$ cat src/rtl/icache_refill_pkg.sv
// Shared AXI read-channel constants, refill FSM state encoding and burst geometry helpers.
package icache_refill_pkg;

    typedef enum logic [2:0] {
        ST_IDLE  = 3'd0,
        ST_ADDR  = 3'd1,
        ST_DATA  = 3'd2,
        ST_RESP  = 3'd3,
        ST_DRAIN = 3'd4
    } state_e;

    localparam logic [1:0] AXI_BURST_INCR = 2'b01;
    localparam logic [1:0] AXI_RESP_OKAY  = 2'b00;
    localparam logic [1:0] AXI_RESP_SLV   = 2'b10;
    localparam logic [1:0] AXI_RESP_DEC   = 2'b11;

    function automatic int unsigned refill_beats(int unsigned line_bytes, int unsigned data_w);
        return (line_bytes * 8) / data_w;
    endfunction

    function automatic logic axi_resp_is_err(logic [1:0] resp);
        return (resp == AXI_RESP_SLV) || (resp == AXI_RESP_DEC);
    endfunction

endpackage

$ cat src/rtl/icache_refill.sv
// Instruction-cache line refill engine: one INCR AXI read burst per miss, line assembled in flops.
module icache_refill
    import icache_refill_pkg::*;
#(
    parameter int unsigned AXI_ADDR_W = 64,
    parameter int unsigned AXI_ID_W   = 8,
    parameter int unsigned AXI_DATA_W = 64,
    parameter int unsigned LINE_BYTES = 32,
    parameter int unsigned REFILL_ID  = 0
) (
    input  logic                    aclk,
    input  logic                    arst,
    input  logic                    req_valid,
    output logic                    req_ready,
    input  logic [AXI_ADDR_W-1:0]   req_addr,
    input  logic                    flush,
    output logic                    resp_valid,
    input  logic                    resp_ready,
    output logic [AXI_ADDR_W-1:0]   resp_addr,
    output logic [LINE_BYTES*8-1:0] resp_data,
    output logic                    resp_err,
    output logic                    mst_arvalid,
    input  logic                    mst_arready,
    output logic [AXI_ADDR_W-1:0]   mst_araddr,
    output logic [7:0]              mst_arlen,
    output logic [2:0]              mst_arsize,
    output logic [1:0]              mst_arburst,
    output logic [AXI_ID_W-1:0]     mst_arid,
    output logic                    mst_arlock,
    output logic [3:0]              mst_arcache,
    output logic [2:0]              mst_arprot,
    output logic [3:0]              mst_arqos,
    output logic [3:0]              mst_arregion,
    input  logic                    mst_rvalid,
    output logic                    mst_rready,
    input  logic [AXI_ID_W-1:0]     mst_rid,
    input  logic [1:0]              mst_rresp,
    input  logic [AXI_DATA_W-1:0]   mst_rdata,
    input  logic                    mst_rlast
);

    localparam int unsigned BEATS = refill_beats(LINE_BYTES, AXI_DATA_W);
    localparam int unsigned CNT_W = $clog2(BEATS) + 1;
    localparam logic [AXI_ADDR_W-1:0] LINE_MASK = AXI_ADDR_W'(LINE_BYTES - 1);
    localparam logic [AXI_ID_W-1:0]   RID       = AXI_ID_W'(REFILL_ID);
    localparam logic [CNT_W-1:0]      LAST_CNT  = CNT_W'(BEATS - 1);

    state_e                          state_q, state_d;
    logic [AXI_ADDR_W-1:0]           addr_q, addr_d;
    logic [BEATS-1:0][AXI_DATA_W-1:0] line_q, line_d;
    logic [CNT_W-1:0]                cnt_q, cnt_d;
    logic                            err_q, err_d;
    logic                            discard_q, discard_d;
    logic                            final_beat;
    logic                            beat_err;
    logic                            drop_line;

    assign final_beat = (cnt_q == LAST_CNT);
    // rlast must coincide exactly with the final counted beat; either mismatch poisons the line
    assign beat_err   = axi_resp_is_err(mst_rresp) | (mst_rid != RID) | (mst_rlast != final_beat);
    assign drop_line  = discard_q | flush;

    assign mst_araddr   = addr_q;
    assign mst_arlen    = 8'(BEATS - 1);
    assign mst_arsize   = 3'($clog2(AXI_DATA_W / 8));
    assign mst_arburst  = AXI_BURST_INCR;
    assign mst_arid     = RID;
    assign mst_arlock   = 1'b0;
    assign mst_arcache  = 4'd0;
    assign mst_arprot   = 3'd0;
    assign mst_arqos    = 4'd0;
    assign mst_arregion = 4'd0;
    assign resp_addr    = addr_q;
    assign resp_data    = line_q;

    always_ff @(posedge aclk or posedge arst) begin
        if (arst) begin
            state_q   <= ST_IDLE;
            cnt_q     <= '0;
            err_q     <= 1'b0;
            discard_q <= 1'b0;
        end else begin
            state_q   <= state_d;
            cnt_q     <= cnt_d;
            err_q     <= err_d;
            discard_q <= discard_d;
        end
    end

    always_ff @(posedge aclk) begin
        addr_q <= addr_d;
        line_q <= line_d;
    end

    always_comb begin
        state_d     = state_q;
        addr_d      = addr_q;
        line_d      = line_q;
        cnt_d       = cnt_q;
        err_d       = err_q;
        discard_d   = discard_q;
        req_ready   = 1'b0;
        mst_arvalid = 1'b0;
        mst_rready  = 1'b0;
        resp_valid  = 1'b0;
        resp_err    = 1'b0;

        unique case (state_q)
            ST_IDLE: begin
                req_ready = 1'b1;
                if (req_valid) begin
                    addr_d    = req_addr & ~LINE_MASK;
                    cnt_d     = '0;
                    err_d     = 1'b0;
                    discard_d = 1'b0;
                    state_d   = ST_ADDR;
                end
            end
            ST_ADDR: begin
                mst_arvalid = 1'b1;
                if (flush) discard_d = 1'b1;
                if (mst_arready) state_d = ST_DATA;
            end
            ST_DATA: begin
                mst_rready = 1'b1;
                if (flush) discard_d = 1'b1;
                if (mst_rvalid) begin
                    for (int i = 0; i < int'(BEATS); i++) begin
                        if (cnt_q == CNT_W'(i)) line_d[i] = mst_rdata;
                    end
                    cnt_d = cnt_q + CNT_W'(1);
                    if (beat_err) err_d = 1'b1;
                    if (final_beat && !mst_rlast) begin
                        state_d = ST_DRAIN;
                    end else if (final_beat || mst_rlast) begin
                        state_d = drop_line ? ST_IDLE : ST_RESP;
                    end
                end
            end
            ST_DRAIN: begin
                // surplus beats are accepted and thrown away until the slave closes the burst
                mst_rready = 1'b1;
                if (flush) discard_d = 1'b1;
                if (mst_rvalid && mst_rlast) state_d = drop_line ? ST_IDLE : ST_RESP;
            end
            ST_RESP: begin
                resp_valid = 1'b1;
                resp_err   = err_q;
                if (resp_ready) state_d = ST_IDLE;
            end
            default: state_d = ST_IDLE;
        endcase
    end

endmodule

$ cat config.mk
export PLATFORM = sky130hd
export DESIGN_NAME = icache_refill
export DESIGN_NICKNAME = d
export VERILOG_FILES = /design/src/rtl/icache_refill_pkg.sv /design/src/rtl/icache_refill.sv
export SDC_FILE = /design/constraint.sdc
export NUM_CORES = 1
export LEC_CHECK = 0
export BUFFER_PORTS_ARGS = -buffer_cell sky130_fd_sc_hd__buf_4
export CAP_MARGIN = 20
export CORE_AREA = 2 2 222 224
export CTS_BUF_LIST = sky130_fd_sc_hd__clkbuf_8 sky130_fd_sc_hd__clkbuf_16
export DETAILED_ROUTE_END_ITERATION = 8
export DIE_AREA = 0 0 224 226
export SYNTH_ARGS = -nofsm -noshare
export SYNTH_HDL_FRONTEND = slang
export SYNTH_SLANG_ARGS = --single-unit
$ cat constraint.sdc
create_clock -name aclk -period 7.1 [get_ports aclk]
set_clock_uncertainty 0.2 [all_clocks]
set_input_delay 0.355 -clock aclk [delete_from_list [all_inputs] [get_ports aclk]]
set_output_delay 0.355 -clock aclk [all_outputs]
set_load 0.01 [all_outputs]
==> impl_results.md, run 1 <==
* Status: finished, final reports clean
* Classification of the worst setup path: reg2reg
* Ys async rst share at 0.02477
* DP Wirelength at around 23000 microns
* Number of library cell types mapped by synthesis at 34
* Die Wd at 224 microns
* Detailed Routing Iterations Pass 1 at 4
* Final min period at 3.268 ns
* Vias at 6798
* Startpoint Class: register
* FMAX at 306.0 MHz
* FILL cells at 4514
* Top Ports at 572
* Unrepaired setup endpoints after global routing: no
* Max Cap Viol at 0
* Vias in the first global route at 6776
* CTS buffer count at 37
* Commonest non-fill, non-tap cells in the layout: buf_4, edfxtp_1, dlygate4sd3_1
* Max clock buf depth at 3
* Crit path DAT at between 3 and 4 ns
* DR DRC count at 0
* Worst slack at placement at between 3 and 4 ns
* Power Dens Cells at 287.7 mW/mm^2
* Routed WL at 33270 microns
* Lkg Pwr at just under 7 nW
* First-pass GRT wire length at 44540 microns
* Share of layout cells above drive strength 1 at 0.5056
* H-tree levels at 2
* Row count at a little over 80
* Final net count at ~1300
* Clock root buffer: clkbuf_16
* Worst hold path class: in2reg
* Final Util at 0.3609
* Area growth from synthesis to layout at 59.51%
* FF+latch area at 0.009659 sq mm
* Routed wire length per instance at 18.72 microns
* CP Capture Type: register
* Worst Tran Pin Value at between 0.8 and 0.9 ns
* Die Y-Extent at 226 microns
* Grt total ovfl at 0
* CTS tree: done
* Setup WS post-layout at 3.832 ns
* Seq/Total Area, Yosys at 0.8830
* Total Neg Setup Slack at 0 ns
* Clock sink count at approximately 320
* Routability cong. at roughly 0.76
* #FFs+latches synth at roughly 320
* Post-synth EDFFs at 315
* Finish-stage setup viols at 0
* Multi-input gate area at 624.3 sq um
* Initial Util at 0.2263
* Vias per inst at 3.826
* Ys Warns at 0
* Post-CTS Setup Inserts at 0
* Cell area after synthesis at roughly 0.011 sq mm
* Syn Area/Cell at between 20 and 25 sq um
* Clock slew at reported path FFs at roughly 0.06 ns
* Crit path required time at ~7.0 ns
* Fin. Hold Viols at 0
* Core area at 0.04834 sq mm
* Share of the cycle needed by the critical path after routing at 0.4602
* Most used DFF post-synth: edfxtp_1
* Max-slew violations at 0
* PortBufs at 518
* Crit-path max FO at 42
* GRT Resource Usage Total at 0.1218
* Starting DRT DRC Count at 282
* Worst vdd ir at 0.1772 mV
* Detail Route Antenna Nets at 0
* Commonest non-fill, non-tap cell in the layout: buf_4
* Clock latency on the worst-skew pair at about 0.52 ns
* Die Area at 0.05062 sq mm
* Antenna violations before repair at 5
* Post-Synthesis Cells at 503
* Relative slew slack at 0.4389
* Largest net degree at the start of global routing at 61
* Hold slack at 0.06294 ns
* Overall Power at between 0.005 and 0.006 W
==> sequential cells by signal, summed over array words and instances (netlist names) <==
name / flops
err_q: 1
mst_araddr: 59
cnt_q: 3
resp_data: 256
state_q: 3
discard_q: 1
==> cell usage after synthesis (2+ instances only) <==
master / instances / area share
edfxtp_1: 315 / 0.86
buf_4: 106 / 0.073
dfrtp_1: 8 / 0.018
inv_1: 8 / 0.0027
nor2_1: 8 / 0.0027
ha_1: 7 / 0.0080
nand2_1: 7 / 0.0024
and2_1: 5 / 0.0029
buf_2: 3 / 0.0014
nor3_1: 3 / 0.0014
a22oi_1: 2 / 0.0014
conb_1: 2 / 0.00069
nor2b_1: 2 / 0.0011
nor4_1: 2 / 0.0011
o211ai_1: 2 / 0.0014
o21ai_0: 2 / 0.00092
o22ai_1: 2 / 0.0011
o31ai_1: 2 / 0.0014
xnor2_1: 2 / 0.0016
==> cells by family (layout without fill, tap and decap cells) <==
logic type	after synthesis	count (layout)	synth area share
xor+xnor	2	2	0.001602
compound gates	18	18	0.01235
flops	323	323	0.8830
buf+inv	117	722	0.07686
simple gates	32	32	0.01544
mux	2	2	0.002059
other cells	2	49	0.0006865
fa+ha+maj	7	7	0.008006
==> what timing repair did <==
| item | 4_1_cts | 5_1_grt |
|---|---|---|
| hold endpoints to repair | 329 | 0 |
| resized for setup | 0 | 0 |
| endpoints found under the setup margin | 0 | 0 |
| hold buffers | 130 | 0 |
==> critical path: stages, from the launching register on <==
cell     delay [ns]
dfrtp_1        0.63
nor3b_2        0.46
nand2_1        0.21
nor2_4         0.63
buf_4          0.67
==> path summary, 6_finish.rpt <==
path	startpoint	end	slack, ns	cells past startpoint
setup / recovery	state_q[1]	resp_data[220]	3.83	4
setup reg to reg	state_q[1]	resp_data[220]	3.83	4
hold reg to reg	cnt_q[2]	cnt_q[2]	0.32	2
max in group asynchronous	arst	err_q	6.28	3
min in group asynchronous	arst	discard_q	0.16	3
hold / removal	mst_rid[6]	err_q	0.06	5
==> layer usage <==
metal	track usage	up-vias	wire length [microns]
met5	0	-	33
met1	0.1236	3344	11470
met4	0.06989	6	1680
met2	0.2214	366	17570
met3	0.03734	78	2518
li1	-	3004	-
==> stage by stage <==
stage | area (sq um) | cells
2_1_floorplan | 11110 | 548
3_3_place_gp | 15020 | 1584
3_5_place_dp | 15020 | 1584
4_1_cts | 17440 | 1775
5_1_grt | 17450 | 1777
6_report | 17450 | 1777
==> power breakdown <==
part	switching (W)	internal, W	total [W]
Combinational	0.000431	0.000388	0.000820
Clock	0.000739	0.00105	0.00179
Sequential	0.000102	0.00230	0.00241
Total	0.00127	0.00375	0.00502
==> cell type report <==
cell class | instances | share of cell area
antenna | 2 | 0.0002868
clock buffer | 37 | 0.05306
clock inverter | 24 | 0.01140
inverter | 8 | 0.001721
multi-input combinational | 108 | 0.03578
sequential | 323 | 0.5536
tap | 622 | 0.04460
timing repair buffer | 653 | 0.2996
(Power assumes the default switching activity.)
==> run 2, diff against run 1 <==
--- a/config.mk
+++ b/config.mk
@@ -5,6 +5,7 @@
 export SDC_FILE = /design/constraint.sdc
 export NUM_CORES = 1
 export LEC_CHECK = 0
+export ABC_AREA = 1
 export BUFFER_PORTS_ARGS = -buffer_cell sky130_fd_sc_hd__buf_4
 export CAP_MARGIN = 20
 export CORE_AREA = 2 2 222 224
==> constraint.sdc (replaced) <==
create_clock -name aclk -period 3.4 [get_ports aclk]
set_clock_uncertainty 0.2 [all_clocks]
set_input_delay 0.17 -clock aclk [delete_from_list [all_inputs] [get_ports aclk]]
set_output_delay 0.17 -clock aclk [all_outputs]
set_load 0.01 [all_outputs]
==> run 2 against run 1 <==
Compared with the run above:
- global-route usage decreased by 0.37 points
- clock power increased by 110%
- flip-flop and latch count unchanged
- setup slack got worse by 3.5 ns
- critical path type unchanged
- clock-buffer cell count decreased by 1
- hold slack improved by 0.085 ns
- largest power group unchanged
- combinational power increased by 110%
- non-clock buffer count increased by 13
- sequential power increased by 110%
- core utilization increased by 0.25 points
- register-to-register slack got worse by 3.5 ns
==> impl_results.md, run 2 <==
* Worst vdd ir at 0.4861 mV (was 0.1772 mV)
* H-tree levels at 2 (unchanged)
* Starting DRT DRC Count at 327 (was 282)
* Seq/Total Area, Yosys at 0.8847 (was 0.8830)
* Hold slack at 0.1480 ns (was 0.06294 ns)
* Finish-stage setup viols at 0 (unchanged)
* GRT Resource Usage Total at 0.1181 (was 0.1218)
* Detailed Routing Iterations Pass 1 at 4 (unchanged)
* FMAX at 324.5 MHz (was 306.0 MHz)
* Die Wd at 224 microns (unchanged)
* Worst path cell trace: ha_1 > ha_1 > inv_1 > ha_1 > nor2_1 > nand2_1 > dlygate4sd3_1 > o21bai_1 > dlygate4sd3_1 > nand2_1 > nand3_1 > nand2_1 (was nor3b_2 > nand2_1 > nor2_4 > buf_4)
* Classification of the worst setup path: reg2reg (unchanged)
* Most numerous cell in the Yosys netlist: edfxtp_1 (unchanged)
* Clock sink count at 323 (unchanged)
* Die Y-Extent at 226 microns (unchanged)
* Vias in the first global route at 7058 (was 6776)
* Clock slew at reported path FFs at 0.06 ns (about the same)
* Ys async rst share at 0.02477 (unchanged)
* Routability cong. at 0.7660 (was 0.7569)
* CP Capture Type: register (unchanged)
* Area growth from synthesis to layout at 60.92% (was 59.51%)
* Lkg Pwr at 7.062 nW (was 6.933 nW)
* Worst hold path class: in2reg (unchanged)
* Commonest non-fill, non-tap cell in the layout: buf_4 (unchanged)
* Total Neg Setup Slack at 0 ns (unchanged)
* Clock latency on the worst-skew pair at 0.53 ns (was 0.52 ns)
* Max reg flops at 256 (unchanged)
* Crit path buffers/inverters at 3 (was 1)
* Commonest non-fill, non-tap cells in the layout: buf_4, edfxtp_1, dlygate4sd3_1 (unchanged)
* Post-synth top area share at 0.8664 (was 0.8647)
* CP max-delay cell: dlygate4sd3_1 (was buf_4)
* Crit path required time at 3.63 ns (was 7.04 ns)
* Family with the most delay on the worst path: buffers and inverters (was simple AND/OR/NAND/NOR gates)
* Power Dens Cells at 586.9 mW/mm^2 (was 287.7 mW/mm^2)
* Final min period at 3.081 ns (was 3.268 ns)
* CTS tree: done (unchanged)
* Synth area leader: edfxtp_1 (unchanged)
* Clock root buffer: clkbuf_16 (unchanged)
* Post-CTS Resized at 0 (unchanged)
* Top Ports at 572 (unchanged)
* Post-synth top cells: edfxtp_1, buf_4, nand2_1 (was edfxtp_1, buf_4, dfrtp_1, inv_1, nor2_1)
* Vias at 6790 (was 6798)
* Share of the cycle needed by the critical path after routing at 0.9063 (was 0.4602)
* Largest net degree at the start of global routing at 60 (was 61)
* Final net count at 1314 (was 1284)
* Hold Buf Count CTS at 139 (was 130)
* Routed WL at 31950 microns (was 33270 microns)
* Routed wire length per instance at 17.65 microns (was 18.72 microns)
* Vias per inst at 3.751 (was 3.826)
* Antenna diode count at 0 (was 2)
* Status: finished, final reports clean (unchanged)
* DR DRC count at 0 (unchanged)
* First-pass GRT wire length at 43860 microns (was 44540 microns)
* CTS buffer count at 36 (was 37)
* Syn Area/Cell at 21.08 sq um (was 21.75 sq um)
* Relative slew slack at 0.4766 (was 0.4389)
* Share of layout cells above drive strength 1 at 0.5042 (was 0.5056)
* Unrepaired setup endpoints after global routing: no (unchanged)
* Post-Synthesis Cells at 518 (was 503)
* Max Cap Viol at 0 (unchanged)
* Detail Route Antenna Nets at 0 (unchanged)
* Most used DFF post-synth: edfxtp_1 (unchanged)
* Worst Tran Pin Value at 0.7850 ns (was 0.8416 ns)
* Ys Warns at 0 (unchanged)
* Antenna violations before repair at 2 (was 5)
* Top cells by area, synth: edfxtp_1, buf_4, dfrtp_1 (unchanged)
* Grt total ovfl at 0 (unchanged)
* Max-slew violations at 0 (unchanged)
* Core area at 0.04834 sq mm (unchanged)
* Startpoint Class: register (unchanged)
* Post-CTS Setup Inserts at 0 (unchanged)
* Overall Power at 0.01031 W (was 0.005020 W)
* Die Area at 0.05062 sq mm (unchanged)
* Number of library cell types mapped by synthesis at 21 (was 34)
* Cell area after synthesis at 0.01092 sq mm (was 0.01094 sq mm)
* Fin. Hold Viols at 0 (unchanged)
* Initial Util at 0.2258 (was 0.2263)
* Row count at 81 (unchanged)
* DP Wirelength at 22310 microns (was 23350 microns)
* PortBufs at 518 (unchanged)
* #FFs+latches synth at 323 (unchanged)
* FILL cells at 4468 (was 4514)
* CP max stage delay at 0.56 ns (was 0.67 ns)
* Post-synth EDFFs at 315 (unchanged)
* Crit-path max FO at 3 (was 42)
* Max clock buf depth at 3 (unchanged)
* Crit path DAT at 3.31 ns (was 3.21 ns)
==> run 2: changes by cell type in the layout (fill, tap and decap cells not counted), sizes merged, moves of 7 or more <==
| cell | previous run | this run |
|---|---|---|
| dlygate4sd3 | 130 | 139 |
| clkinv | 11 | 18 |
| nand3 | 1 | 10 |
| nand2 | 7 | 28 |
| inv | 16 | 23 |
==> run 2: metal layers <==
metal  track usage  part of all wire  vias up
li1              -                 -     3055
met1        0.1229              0.35     3285
met2        0.2084              0.51      370
met3       0.04697             0.093       76
met4       0.05527             0.039        4
met5             0           0.00097        -
==> run 2: area by class of cell <==
class / instances / area (sq um) / share of cell area
Sequential cell: 323 / 9659 / 0.5498
Timing Repair Buffer: 666 / 5348 / 0.3044
Clock buffer: 36 / 900.9 / 0.05127
Tap cell: 622 / 778.2 / 0.04430
Multi-Input combinational cell: 117 / 598.1 / 0.03404
Clock inverter: 29 / 221.5 / 0.01260
Inverter: 17 / 63.81 / 0.003632
==> run 2: worst paths after layout <==
| path | start | endpoint | slack, ns | depth (start not counted) |
|---|---|---|---|---|
| worst min-delay path | req_addr[9] | mst_araddr[9] | 0.15 | 2 |
| worst max register to register | cnt_q[0] | err_q | 0.32 | 12 |
| worst max-delay path | cnt_q[0] | err_q | 0.32 | 12 |
| max in group asynchronous | arst | cnt_q[2] | 2.22 | 4 |
| worst min register to register | err_q | err_q | 0.31 | 2 |
| min in group asynchronous | arst | discard_q | 0.52 | 4 |
==> run 2: through the flow <==
stage               utilization  instance area, sq um  setup slack, ns  std cells
finish                   0.3634                 17570           0.3185       1810
global route             0.3634                 17570           0.1322       1810
CTS                      0.3634                 17570           0.3208       1810
detailed placement       0.3114                 15060            1.107       1606
global placement         0.3114                 15060            1.184       1606
floorplan                     -                 11090          -0.7692        563
==> run 2: kinds of logic (layout without fill, tap and decap cells) <==
family,Yosys count,after routing,share of synthesized area
AO/OA/AOI/OAI,7,7,0.004126
adder cells (fa/ha/maj),7,7,0.008022
buffers and inverters,123,748,0.07873
flip-flops,323,323,0.8847
other,2,47,0.0006879
AND/OR/NAND/NOR,56,56,0.02372
==> run 2: worst reg2reg max path, cell delays in order (launching register included) <==
cell and delay (ns):
dfrtp_1 0.40, ha_1 0.21, ha_1 0.19, inv_1 0.14, ha_1 0.26, nor2_1 0.10
nand2_1 0.06, dlygate4sd3_1 0.56, o21bai_1 0.12, dlygate4sd3_1 0.55, nand2_1 0.06, nand3_1 0.06
nand2_1 0.05
==> run 2: power by group <==
group	internal (W)	switching [W]
clock	0.00211	0.00157
sequential	0.00478	0.000165
combinational	0.000803	0.000886
